==> config.mk <==
export PLATFORM = sky130hd
export DESIGN_NAME = issue_scheduler
export DESIGN_NICKNAME = d
export VERILOG_FILES = /design/src/rtl/issue_scheduler_pkg.sv /design/src/rtl/issue_scheduler_hazard_check.sv /design/src/rtl/issue_scheduler.sv
export SDC_FILE = /design/constraint.sdc
export NUM_CORES = 1
export LEC_CHECK = 0
export CAP_MARGIN = 15
export CORE_UTILIZATION = 50
export CTS_CLUSTER_DIAMETER = 60
export CTS_CLUSTER_SIZE = 25
export DETAILED_ROUTE_END_ITERATION = 10
export PLACE_DENSITY = 0.83
export RECOVER_POWER = 50
export SYNTH_ARGS = -nofsm -noshare
export SYNTH_HDL_FRONTEND = slang
export SYNTH_SLANG_ARGS = --single-unit
==> constraint.sdc <==
create_clock -name clk -period 6.4 [get_ports clk]
set_input_delay 1.6 -clock clk [delete_from_list [all_inputs] [get_ports clk]]
set_output_delay 1.6 -clock clk [all_outputs]
set_load 0.01 [all_outputs]
==> src/rtl/issue_scheduler_pkg.sv <==
// Shared definitions for the issue scheduler: instruction field layout,
// memory-op opcode and halt/drain state encoding.
package issue_scheduler_pkg;

  localparam int INSTR_W  = 32;

  // Instruction field positions (LSB of each field)
  localparam int OPC_LSB  = 29;
  localparam int OPC_W    = 3;
  localparam int DEST_LSB = 0;
  localparam int SRCA_LSB = 11;
  localparam int SRCB_LSB = 5;
  localparam int IMM_BIT  = 10;

  // Opcode of memory ops that compete for the single shared memory port
  localparam logic [OPC_W-1:0] MEM_OPC_DEFAULT = 3'b111;

  // Halt/drain state machine encoding
  typedef enum logic [1:0] {
    ST_RUN          = 2'd0,
    ST_HALT_PENDING = 2'd1,
    ST_HALTED       = 2'd2
  } sched_state_e;

  // Opcode field of an instruction word
  function automatic logic [OPC_W-1:0] opcode_of(input logic [INSTR_W-1:0] instr);
    return instr[OPC_LSB +: OPC_W];
  endfunction

endpackage

==> src/rtl/issue_scheduler_hazard_check.sv <==
// Per-lane decode and scoreboard hazard check for one FIFO head.
// Flags the head hazard-free when none of its read registers and its
// written register are marked busy in the registered scoreboard.
module issue_scheduler_hazard_check
  import issue_scheduler_pkg::*;
#(
  parameter int               REG_W   = 5,
  parameter logic [OPC_W-1:0] MEM_OPC = MEM_OPC_DEFAULT
) (
  input  logic [INSTR_W-1:0]     instr,
  input  logic [(1<<REG_W)-1:0]  busy,
  output logic                   hazard_free,
  output logic                   is_mem,
  output logic [REG_W-1:0]       dest,
  output logic                   dest_used,
  output logic [REG_W-1:0]       src_a,
  output logic [REG_W-1:0]       src_b,
  output logic                   src_b_used
);

  // Field decode; register 0 is a sink and never tracked as a destination
  always_comb begin
    dest       = instr[DEST_LSB +: REG_W];
    src_a      = instr[SRCA_LSB +: REG_W];
    src_b      = instr[SRCB_LSB +: REG_W];
    src_b_used = ~instr[IMM_BIT];
    dest_used  = |dest;
    is_mem     = (opcode_of(instr) == MEM_OPC);
  end

  // RAW on either source or WAW on the destination blocks the head
  always_comb begin
    hazard_free = ~busy[src_a]
                & ~(src_b_used & busy[src_b])
                & ~(dest_used & busy[dest]);
  end

endmodule

==> src/rtl/issue_scheduler.sv <==
// Issue controller between the two instruction FIFOs and the two execution
// lanes. Combinational issue decision from the FIFO heads, the registered
// busy scoreboard, a round-robin pointer for the shared memory port and
// same-cycle cross-lane conflicts, plus a halt/drain state machine.
module issue_scheduler
  import issue_scheduler_pkg::*;
#(
  parameter int               REG_W   = 5,
  parameter int               CNT_W   = 16,
  parameter logic [OPC_W-1:0] MEM_OPC = 3'b111
) (
  input  logic               clk,
  input  logic               resetn,
  input  logic [31:0]        fifo1_data,
  input  logic [31:0]        fifo2_data,
  input  logic               fifo1_empty,
  input  logic               fifo2_empty,
  output logic               fifo1_pop,
  output logic               fifo2_pop,
  output logic               lane1_valid,
  output logic               lane2_valid,
  output logic [31:0]        lane1_instr,
  output logic [31:0]        lane2_instr,
  input  logic               lane1_ready,
  input  logic               lane2_ready,
  input  logic               wb1_valid,
  input  logic               wb2_valid,
  input  logic [REG_W-1:0]   wb1_addr,
  input  logic [REG_W-1:0]   wb2_addr,
  input  logic               halt_req,
  output logic               halt_ack,
  output logic [CNT_W-1:0]   lane1_stalls,
  output logic [CNT_W-1:0]   lane2_stalls
);

  localparam int NREG = 1 << REG_W;

  logic [NREG-1:0]  busy;
  logic [NREG-1:0]  busy_next;
  logic             rr;
  sched_state_e     state;

  logic             hf1, hf2;
  logic             mem1, mem2;
  logic [REG_W-1:0] dest1, dest2, srca1, srca2, srcb1, srcb2;
  logic             dest1_used, dest2_used, srcb1_used, srcb2_used;

  logic             run;
  logic             cand1, cand2;
  logic             conflict;

  // Saturating increment for the stall counters
  function automatic logic [CNT_W-1:0] sat_inc(input logic [CNT_W-1:0] c);
    return (&c) ? c : c + CNT_W'(1);
  endfunction

  // True when a tracked destination is read or written by the other head
  function automatic logic writes_into(
    input logic             d_used,
    input logic [REG_W-1:0] d,
    input logic [REG_W-1:0] o_dest,
    input logic [REG_W-1:0] o_srca,
    input logic             o_srcb_used,
    input logic [REG_W-1:0] o_srcb
  );
    return d_used & ((d == o_dest) | (d == o_srca) | (o_srcb_used & (d == o_srcb)));
  endfunction

  issue_scheduler_hazard_check #(
    .REG_W   (REG_W),
    .MEM_OPC (MEM_OPC)
  ) u_hazard_check_l1 (
    .instr       (fifo1_data),
    .busy        (busy),
    .hazard_free (hf1),
    .is_mem      (mem1),
    .dest        (dest1),
    .dest_used   (dest1_used),
    .src_a       (srca1),
    .src_b       (srcb1),
    .src_b_used  (srcb1_used)
  );

  issue_scheduler_hazard_check #(
    .REG_W   (REG_W),
    .MEM_OPC (MEM_OPC)
  ) u_hazard_check_l2 (
    .instr       (fifo2_data),
    .busy        (busy),
    .hazard_free (hf2),
    .is_mem      (mem2),
    .dest        (dest2),
    .dest_used   (dest2_used),
    .src_a       (srca2),
    .src_b       (srcb2),
    .src_b_used  (srcb2_used)
  );

  // Issue decision: candidates, cross-lane conflict and round-robin loser masking.
  // Outputs are forced low while reset is asserted.
  always_comb begin
    run      = (state == ST_RUN);
    cand1    = ~fifo1_empty & run & hf1;
    cand2    = ~fifo2_empty & run & hf2;
    conflict = cand1 & cand2 &
               ((mem1 & mem2) |
                writes_into(dest1_used, dest1, dest2, srca2, srcb2_used, srcb2) |
                writes_into(dest2_used, dest2, dest1, srca1, srcb1_used, srcb1));
    lane1_valid = resetn & cand1 & ~(conflict & rr);
    lane2_valid = resetn & cand2 & ~(conflict & ~rr);
    fifo1_pop   = lane1_valid & lane1_ready;
    fifo2_pop   = lane2_valid & lane2_ready;
    lane1_instr = fifo1_data;
    lane2_instr = fifo2_data;
  end

  // Next scoreboard: writebacks clear, issues set; a set overrides a clear
  always_comb begin
    busy_next = busy;
    if (wb1_valid && (wb1_addr != '0)) busy_next[wb1_addr] = 1'b0;
    if (wb2_valid && (wb2_addr != '0)) busy_next[wb2_addr] = 1'b0;
    if (fifo1_pop && dest1_used)       busy_next[dest1]    = 1'b1;
    if (fifo2_pop && dest2_used)       busy_next[dest2]    = 1'b1;
  end

  // Scoreboard register
  always_ff @(posedge clk or negedge resetn) begin
    if (!resetn) busy <= '0;
    else         busy <= busy_next;
  end

  // Round-robin pointer: flips when the conflict winner issues, and after an
  // uncontended memory issue points at the other lane
  always_ff @(posedge clk or negedge resetn) begin
    if (!resetn) begin
      rr <= 1'b0;
    end else if (conflict) begin
      if (rr ? fifo2_pop : fifo1_pop) rr <= ~rr;
    end else if (fifo1_pop && mem1) begin
      rr <= 1'b1;
    end else if (fifo2_pop && mem2) begin
      rr <= 1'b0;
    end
  end

  // Halt/drain state machine with registered acknowledge
  always_ff @(posedge clk or negedge resetn) begin
    if (!resetn) begin
      state    <= ST_RUN;
      halt_ack <= 1'b0;
    end else begin
      case (state)
        ST_RUN: begin
          halt_ack <= 1'b0;
          if (halt_req) state <= ST_HALT_PENDING;
        end
        ST_HALT_PENDING: begin
          if (!halt_req) begin
            state    <= ST_RUN;
            halt_ack <= 1'b0;
          end else if (busy == '0) begin
            state    <= ST_HALTED;
            halt_ack <= 1'b1;
          end
        end
        ST_HALTED: begin
          if (!halt_req) begin
            state    <= ST_RUN;
            halt_ack <= 1'b0;
          end
        end
        default: begin
          state    <= ST_RUN;
          halt_ack <= 1'b0;
        end
      endcase
    end
  end

  // Per-lane stall counters: head present but not popped, in any state
  always_ff @(posedge clk or negedge resetn) begin
    if (!resetn) begin
      lane1_stalls <= '0;
      lane2_stalls <= '0;
    end else begin
      if (!fifo1_empty && !fifo1_pop) lane1_stalls <= sat_inc(lane1_stalls);
      if (!fifo2_empty && !fifo2_pop) lane2_stalls <= sat_inc(lane2_stalls);
    end
  end

endmodule

==> out/metrics.yaml, run 1 <==
cells_and_area:
  instances_no_fill: 1043
  fill_cells: 1043
  area_growth_pct: 24.5
  multi_input_area_um2: 4220
  ff_latch_area_um2: 1700
  layout.cell_area.non_filler_um2: 8280
  finalCoreUtilization_pct: 64.8
  drive_gt1_share_pct: 14.4
  finalNetCount: 951
  insertedDiodeCount: 0
sta:
  setup_viol: 0
  relSlewSlack_pct: 40.0
  totalNegativeSetupSlack_ns: 0
  number_of_hold_violations_in_the_final_report: 0
  holdWs_ns: 0.484
  timing.clock.skew_ns: 0.00690
  final_min_period_over_clock_period_pct: 98.0
  post-route-worst-setup-slack_ns: 0.126
  maxSlewViolCount: 0
  fin_crit_ns: 6.27
  max_freq_mhz: 159
  max_slew.worst_pin.slew_ns: 0.898
  rsz_0062_raised_after_global_routing: "false"
clock_network:
  tritoncts_num_sinks: 68
  hold_bufs_inserted_after_cts: 0
  clkSlewWorstSetupHoldPaths_ns: 0.06
  clock_tree.buffer_depth: 2
  clockRootBuffer: "sky130_fd_sc_hd__clkbuf_16"
  clk_latency_ns: 0.33
  tritoncts_buffer_count: 9
  ctsHtreeMaxLevel: 3
  cts_tree: "yes"
  post_cts_buffers: 0
synth:
  synth_nets: 864
  synth_top_cell_by_area: "sky130_fd_sc_hd__dfrtp_1"
  synth-seq-cells: 68
  synth-edff-count: 0
  post_synth_num_cell_types: 60
  synth_top_cell_area_share_pct: 25.6
  synth.avg_cell_area_um2: 8.54
  netlist_instances: 779
  synth_flop_cell: "sky130_fd_sc_hd__dfrtp_1"
  synthTopCellsByCount: "80 x sky130_fd_sc_hd__nand2_1, 68 x sky130_fd_sc_hd__dfrtp_1, 67 x sky130_fd_sc_hd__buf_4"
  share_of_the_yosys_chip_area_belonging_to_registers_pct: 25.6
  synth.yosys.warnings: 0
  yosys-top-cells-area: "sky130_fd_sc_hd__dfrtp_1 26%, sky130_fd_sc_hd__mux2i_1 7.8%, sky130_fd_sc_hd__buf_4 7.6%, sky130_fd_sc_hd__mux4_2 6.8%, sky130_fd_sc_hd__xor2_1 4.7%"
  cell_with_the_most_instances_after_synthesis: "sky130_fd_sc_hd__nand2_1"
  synth.cell_area_um2: 6650
  ys_async_sr_fraction_pct: 100
routing:
  detailroute.via_count: 6885
  detail_route.iter0.violations: 944
  drc: 0
  drtPass1Iterations: 6
  avgViaCountPerCell: 6.60
  detail-route-antenna-nets: 0
  detail_route.wl_per_cell_um: 21.8
  routed_wirelength_mm: 22.8
grt:
  grt-ovfl-total: 0
  grt_util_all_layers_pct: 32.5
  initial_antenna_violation_count: 0
  grt_pass1_vias: 6502
  wire_length_of_the_first_global_routing_pass_mm: 35.1
  grt_start_max_net_pins: 71
hold_path:
  holdCritPathClass: "flop to flop"
  min-delay-start: "lane2_stalls[9]"
place:
  numPlacedInstances: 1027
  dpl_cell_area_um2: 7960
  dp_hpwl_mm: 16.2
  gp_routability_congestion: 0.945
  buffer_ports.inserted: 131
  detailedPlace.worstSlack_ns: -0.185
setup_path:
  crit_end: "fifo1_pop"
  endpoint_kind_of_the_worst_setup_timing_path: "output pin"
  max_stage_delay_ns: 0.57
  critical_path.n_buffers_inverters: 5
  crit_cells: 12
  worst_ep_required_time_ns: 4.80
  cp.arrival_ns: 4.67
  crit_fanout: 7
  timing.critical_path.from: "fifo2_data[3]"
  critPathSlowestCell: "sky130_fd_sc_hd__clkdlybuf4s50_1"
  register_to_register_setup_slack_ns: 2.68
  r2r_endpoint: "lane2_stalls[1]"
  critical-path-top-delay-family: "buffers and inverters"
  worstSetupPathType: "input port to output pin"
  cp_cell_sequence: "clkdlybuf4s50_1 -> or3b_2 -> o22ai_1 -> a2111oi_0 -> buf_4 -> o21bai_1 -> buf_4 -> nor3_2 -> and3_1 -> or3_1 -> inv_1 -> clkdlybuf4s50_1"
  ff2ff_path_depth: 9
  worstReg2RegStart: "busy[20]"
  critPathLaunchType: "input port"
floorplanning:
  row_count: 41
  initial_utilization_pct: 52.1
  dieWidth_um: 117
  die_y_um: 117
  die_area_um2: 13800
  ioPinCount: 184
  design.core.area_um2: 12800
power:
  total_power_mw: 1.86
  max-vdd-ir-drop_mv: 0.154
  power.static_leakage_nw: 3.45
  cellPowerDensity_nw_per_um2: 224
run_status:
  run_status: "finished, final reports clean"
run:
  max_cap_violations: 0
cells in the final DEF (no fill, tap or decap), types with 15 or more instances in the layout:
cell type,count
sky130_fd_sc_hd__a21oi_1,19
sky130_fd_sc_hd__a22oi_1,28
sky130_fd_sc_hd__a31oi_1,17
sky130_fd_sc_hd__and3_1,16
sky130_fd_sc_hd__buf_4,63
sky130_fd_sc_hd__clkdlybuf4s50_1,90
sky130_fd_sc_hd__dfrtp_1,68
sky130_fd_sc_hd__dlygate4sd3_1,34
sky130_fd_sc_hd__mux2i_1,52
sky130_fd_sc_hd__mux4_2,20
sky130_fd_sc_hd__nand2_1,80
sky130_fd_sc_hd__nand3_1,38
sky130_fd_sc_hd__nand4_1,33
sky130_fd_sc_hd__nor2_1,35
sky130_fd_sc_hd__nor3_1,37
sky130_fd_sc_hd__o41ai_1,15
sky130_fd_sc_hd__xnor2_1,18
sky130_fd_sc_hd__xor2_1,36
sequential cells by signal (all words and copies together), names as in the netlist:
register	flops
lane2_stalls	16
halt_ack	1
busy	32
lane1_stalls	16
state	2
rr	1
worst reg2reg max path, delay by kind of cell (launching register included):
family | cells | cell delay (ns)
flops | 1 | 0.56
simple gates | 4 | 1.26
compound gates | 2 | 0.44
buf+inv | 1 | 0.50
mux | 2 | 0.84
cells by family after synthesis:
group	synth area share [%]
multiplexers	16.7
XOR/XNOR	7.11
adder cells (fa/ha/maj)	0.376
AND/OR/NAND/NOR	25.4
buffers and inverters	11.7
flip-flops	25.6
AO/OA/AOI/OAI	13.1
metal layers:
| layer | vias to the layer above | track usage, % | part of all wire (%) |
|---|---|---|---|
| met3 | 108 | 6.71 | 12 |
| met4 | 0 | 21.1 | 5.5 |
| met2 | 524 | 49.4 | 45 |
| li1 | 3040 | - | - |
| met5 | - | 0 | 0 |
| met1 | 3213 | 42.0 | 38 |
how the worst min path moves through the flow:
stage,endpoint,slack (ns),cells past startpoint
finish,lane2_stalls[9],0.48,1
global route,lane1_stalls[8],0.50,1
CTS,lane2_stalls[9],0.49,1
detailed placement,lane1_stalls[8],0.48,1
global placement,lane2_stalls[9],0.48,1
floorplan,state[0],0.49,1
cell type report:
cell class	count	share of cell area (%)
Clock buffer	10	2.77
Clock inverter	6	0.786
Inverter	12	0.544
Multi-Input combinational cell	580	51.0
Sequential cell	68	20.6
Tap cell	172	2.60
Timing Repair Buffer	195	21.8
what timing repair did:
action | 4_1_cts | 5_1_grt
pin swaps | 1 | 0
endpoints found under the setup margin | 1 | 3
resized for setup | 1 | 8
power by group:
group | leakage [nW] | internal, mW | switching [mW] | total [mW]
Combinational | 2.44 | 0.349 | 0.321 | 0.670
Clock | 0.142 | 0.301 | 0.187 | 0.488
Sequential | 0.869 | 0.522 | 0.177 | 0.699
Total | 3.45 | 1.17 | 0.685 | 1.86
Power figures use the tool's default switching activity.
==> run 2: changes to the inputs <==
--- a/config.mk
+++ b/config.mk
@@ -6,11 +6,13 @@
 export NUM_CORES = 1
 export LEC_CHECK = 0
 export CAP_MARGIN = 15
-export CORE_UTILIZATION = 50
+export CORE_UTILIZATION = 55
 export CTS_CLUSTER_DIAMETER = 60
 export CTS_CLUSTER_SIZE = 25
 export DETAILED_ROUTE_END_ITERATION = 10
-export PLACE_DENSITY = 0.83
+export DONT_BUFFER_PORTS = 1
+export HOLD_SLACK_MARGIN = 0.06
+export PLACE_DENSITY = 0.7
 export RECOVER_POWER = 50
 export SYNTH_ARGS = -nofsm -noshare
 export SYNTH_HDL_FRONTEND = slang
==> run 2 against run 1 <==
  * The flow now finishes with violations (DRC)
  * Final cell count decreased by 21%
  * Routed wire length decreased by 1.8%
  * Global-route usage increased by 3.4 points
  * Critical path type unchanged
  * Critical endpoint unchanged
==> out/metrics.yaml, run 2 (synthesized netlist as in run 1, its figures left out) <==
clock_network:
  ctsHtreeMaxLevel: 3  # unchanged
  postCtsResizedCells: 0  # -1
  tritoncts_num_sinks: 68  # unchanged
  hold_bufs_inserted_after_cts: 0  # unchanged
  clock_tree.buffer_depth: 2  # unchanged
  post_cts_buffers: 0  # unchanged
  cts_tree: "yes"
  tritoncts_buffer_count: 9  # unchanged
  clkSlewWorstSetupHoldPaths_ns: 0.06  # about the same
  clockRootBuffer: "sky130_fd_sc_hd__clkbuf_16"
  clk_latency_ns: 0.34  # about the same
sta:
  final_min_period_over_clock_period_pct: 88.2  # -9.8 points
  totalNegativeSetupSlack_ns: 0  # unchanged
  number_of_hold_violations_in_the_final_report: 0  # unchanged
  rsz_0062_raised_after_global_routing: "false"
  relSlewSlack_pct: 38.0  # -2.0 points
  max_slew.worst_pin.slew_ns: 0.928  # +0.0293 ns
  max_freq_mhz: 177  # +11%
  maxSlewViolCount: 0  # unchanged
  fin_crit_ns: 5.65  # -0.629 ns
  setup_viol: 0  # unchanged
  timing.clock.skew_ns: 0.00745  # +0.000554 ns
place:
  buffer_ports.inserted: 0  # -100%
  gp_routability_congestion: 0.944  # -0.15%
  dp_hpwl_mm: 15.3  # -5.5%
cells_and_area:
  finalCoreUtilization_pct: 55.6  # -9.2 points
  multi_input_area_um2: 4200  # -0.45%
  largest_register_ffs: 32  # unchanged
  insertedDiodeCount: 0  # unchanged
  finalNetCount: 759  # -20%
  ff_latch_area_um2: 1700  # unchanged
  drive_gt1_share_pct: 8.54  # -5.8 points
  most_common_cell_after_layout_fill_and_taps_aside: "sky130_fd_sc_hd__nand2_1"
  top_register: "busy"
  fill_cells: 1084  # +3.9%
  biggestRegsByFlops: "busy (32), lane1_stalls (16), lane2_stalls (16)"
  area_growth_pct: -2.95
  layout_common_cells: "80 x sky130_fd_sc_hd__nand2_1, 68 x sky130_fd_sc_hd__dfrtp_1, 52 x sky130_fd_sc_hd__mux2i_1"
grt:
  grt_pass1_vias: 6148  # -5.4%
  initial_antenna_violation_count: 0  # unchanged
  grt_util_all_layers_pct: 36.0  # +3.4 points
  grt.met3_usage_pct: 9.74  # +3.0 points
  wire_length_of_the_first_global_routing_pass_mm: 34.4  # -1.9%
  met2_usage_pct: 55.1  # +5.7 points
  grt_start_max_net_pins: 72  # +1.4%
  grt-ovfl-total: 0  # unchanged
  grt_util_met1_pct: 45.1  # +3.1 points
  gr-max-usage-layer: "met2"
power:
  max-vdd-ir-drop_mv: 0.200  # +30%
  switching_share_pct: 36.5  # -0.42 points
  power.combinational.fraction_pct: 23.0  # -13 points
  total_switching_power_mw: 0.595  # -13%
  cellPowerDensity_nw_per_um2: 253  # +13%
  internal_power_mw: 1.04  # -12%
  part_of_the_power_in_registers_pct: 45.7  # +8.1 points
  share_clk_of_total_power_pct: 31.2  # +4.9 points
  power.static_leakage_nw: 2.57  # -26%
floorplanning:
  row_count: 39  # -4.9%
  ioPinCount: 184  # unchanged
  initial_utilization_pct: 57.3  # +5.2 points
  design.core.area_um2: 11600  # -9.1%
  die_area_um2: 12500  # -8.9%
  dieWidth_um: 112  # -4.6%
  die_y_um: 112  # -4.6%
setup_path:
  cp.arrival_ns: 4.05  # -0.62 ns
  max_stage_delay_ns: 0.56  # about the same
  cp_cell_sequence: "mux4_2 -> nand4b_1 -> o311ai_1 -> or4_1 -> nor3_1 -> and3_1 -> or3_1 -> buf_4 -> inv_1"
  register_to_register_setup_slack_ns: 2.54  # -0.14 ns
  endpoint_kind_of_the_worst_setup_timing_path: "output pin"
  crit_fanout: 19  # +12
  worst_ep_required_time_ns: 4.80  # about the same
  critical_path.n_buffers_inverters: 2  # -3
  worstSetupPathType: "input port to output pin"
  critical-path-top-delay-family: "simple AND/OR/NAND/NOR gates"
  critPathLaunchType: "input port"
  critPathSlowestCell: "sky130_fd_sc_hd__or4_1"
routing:
  detail_route.iter0.violations: 993  # +5.2%
  drtPass1Iterations: 11  # +5
  detail_route.wl_per_cell_um: 27.2  # +25%
  avgViaCountPerCell: 7.55  # +14%
  detailroute.via_count: 6207  # -9.8%
  drc: 10  # +10
  detail-route-antenna-nets: 0  # unchanged
  routed_wirelength_mm: 22.4  # -1.8%
run:
  max_cap_violations: 0  # unchanged
run_status:
  run_status: "finished, violations left"
  failed_checks: "DRC"
hold_path:
  holdCritPathClass: "flop to flop"
## run 2: changes by cell type in the layout (fill, tap and decap cells not counted), moves of 4 or more
cell                              delta
sky130_fd_sc_hd__dlygate4sd3_1      -34
sky130_fd_sc_hd__buf_4              -60
sky130_fd_sc_hd__clkdlybuf4s50_1    -90
sky130_fd_sc_hd__dlymetal6s2s_1      -4
## run 2: layout make-up
class                           count  share of cell area (%)
Clock buffer                       13                    4.03
Clock inverter                      3                   0.698
Inverter                           12                   0.698
Multi-Input combinational cell    580                    65.1
Sequential cell                    68                    26.4
Tap cell                          143                    2.77
Timing Repair Buffer                3                   0.349
## run 2: worst paths after layout
kind                       cells after the start          endpoint          start
max in group asynchronous                      0   lane2_stalls[8]         resetn
setup / recovery                               9         fifo1_pop  fifo2_data[5]
hold reg to reg                                1          state[0]       state[0]
hold / removal                                 1          state[0]       state[0]
min in group asynchronous                      0  lane1_stalls[10]         resetn
setup reg to reg                               9   lane2_stalls[1]       busy[23]
## run 2: per-stage QoR
stage / cell area [um2] / hold slack, ns / std cells / power (mW) / setup slack, ns
6_report: 6450 / 0.543 / 822 / 1.63 / 0.755
5_1_grt: 6450 / 0.553 / 822 / 1.70 / 0.662
4_1_cts: 6450 / 0.539 / 822 / 1.62 / 0.817
3_5_place_dp: 6150 / 0.531 / 806 / 1.11 / 0.852
3_3_place_gp: 6150 / 0.513 / 806 / 1.09 / 0.909
2_1_floorplan: 6650 / 0.493 / 779 / 1.04 / 0.814
## run 2: routing by layer
layer | vias up | wire length (um)
li1 | 2646 | -
met1 | 2969 | 8340
met2 | 457 | 9870
met3 | 135 | 2600
met4 | 0 | 1560
met5 | - | 0
## run 2: power groups by stage
| stage | clock network, mW | registers [mW] | logic, mW |
|---|---|---|---|
| after floorplan | 0 | 0.659 | 0.379 |
| after global placement | 0 | 0.736 | 0.353 |
| after CTS | 0.516 | 0.736 | 0.372 |
| after global routing | 0.533 | 0.755 | 0.413 |
| after detailed placement | 0 | 0.743 | 0.367 |
| final | 0.509 | 0.746 | 0.376 |
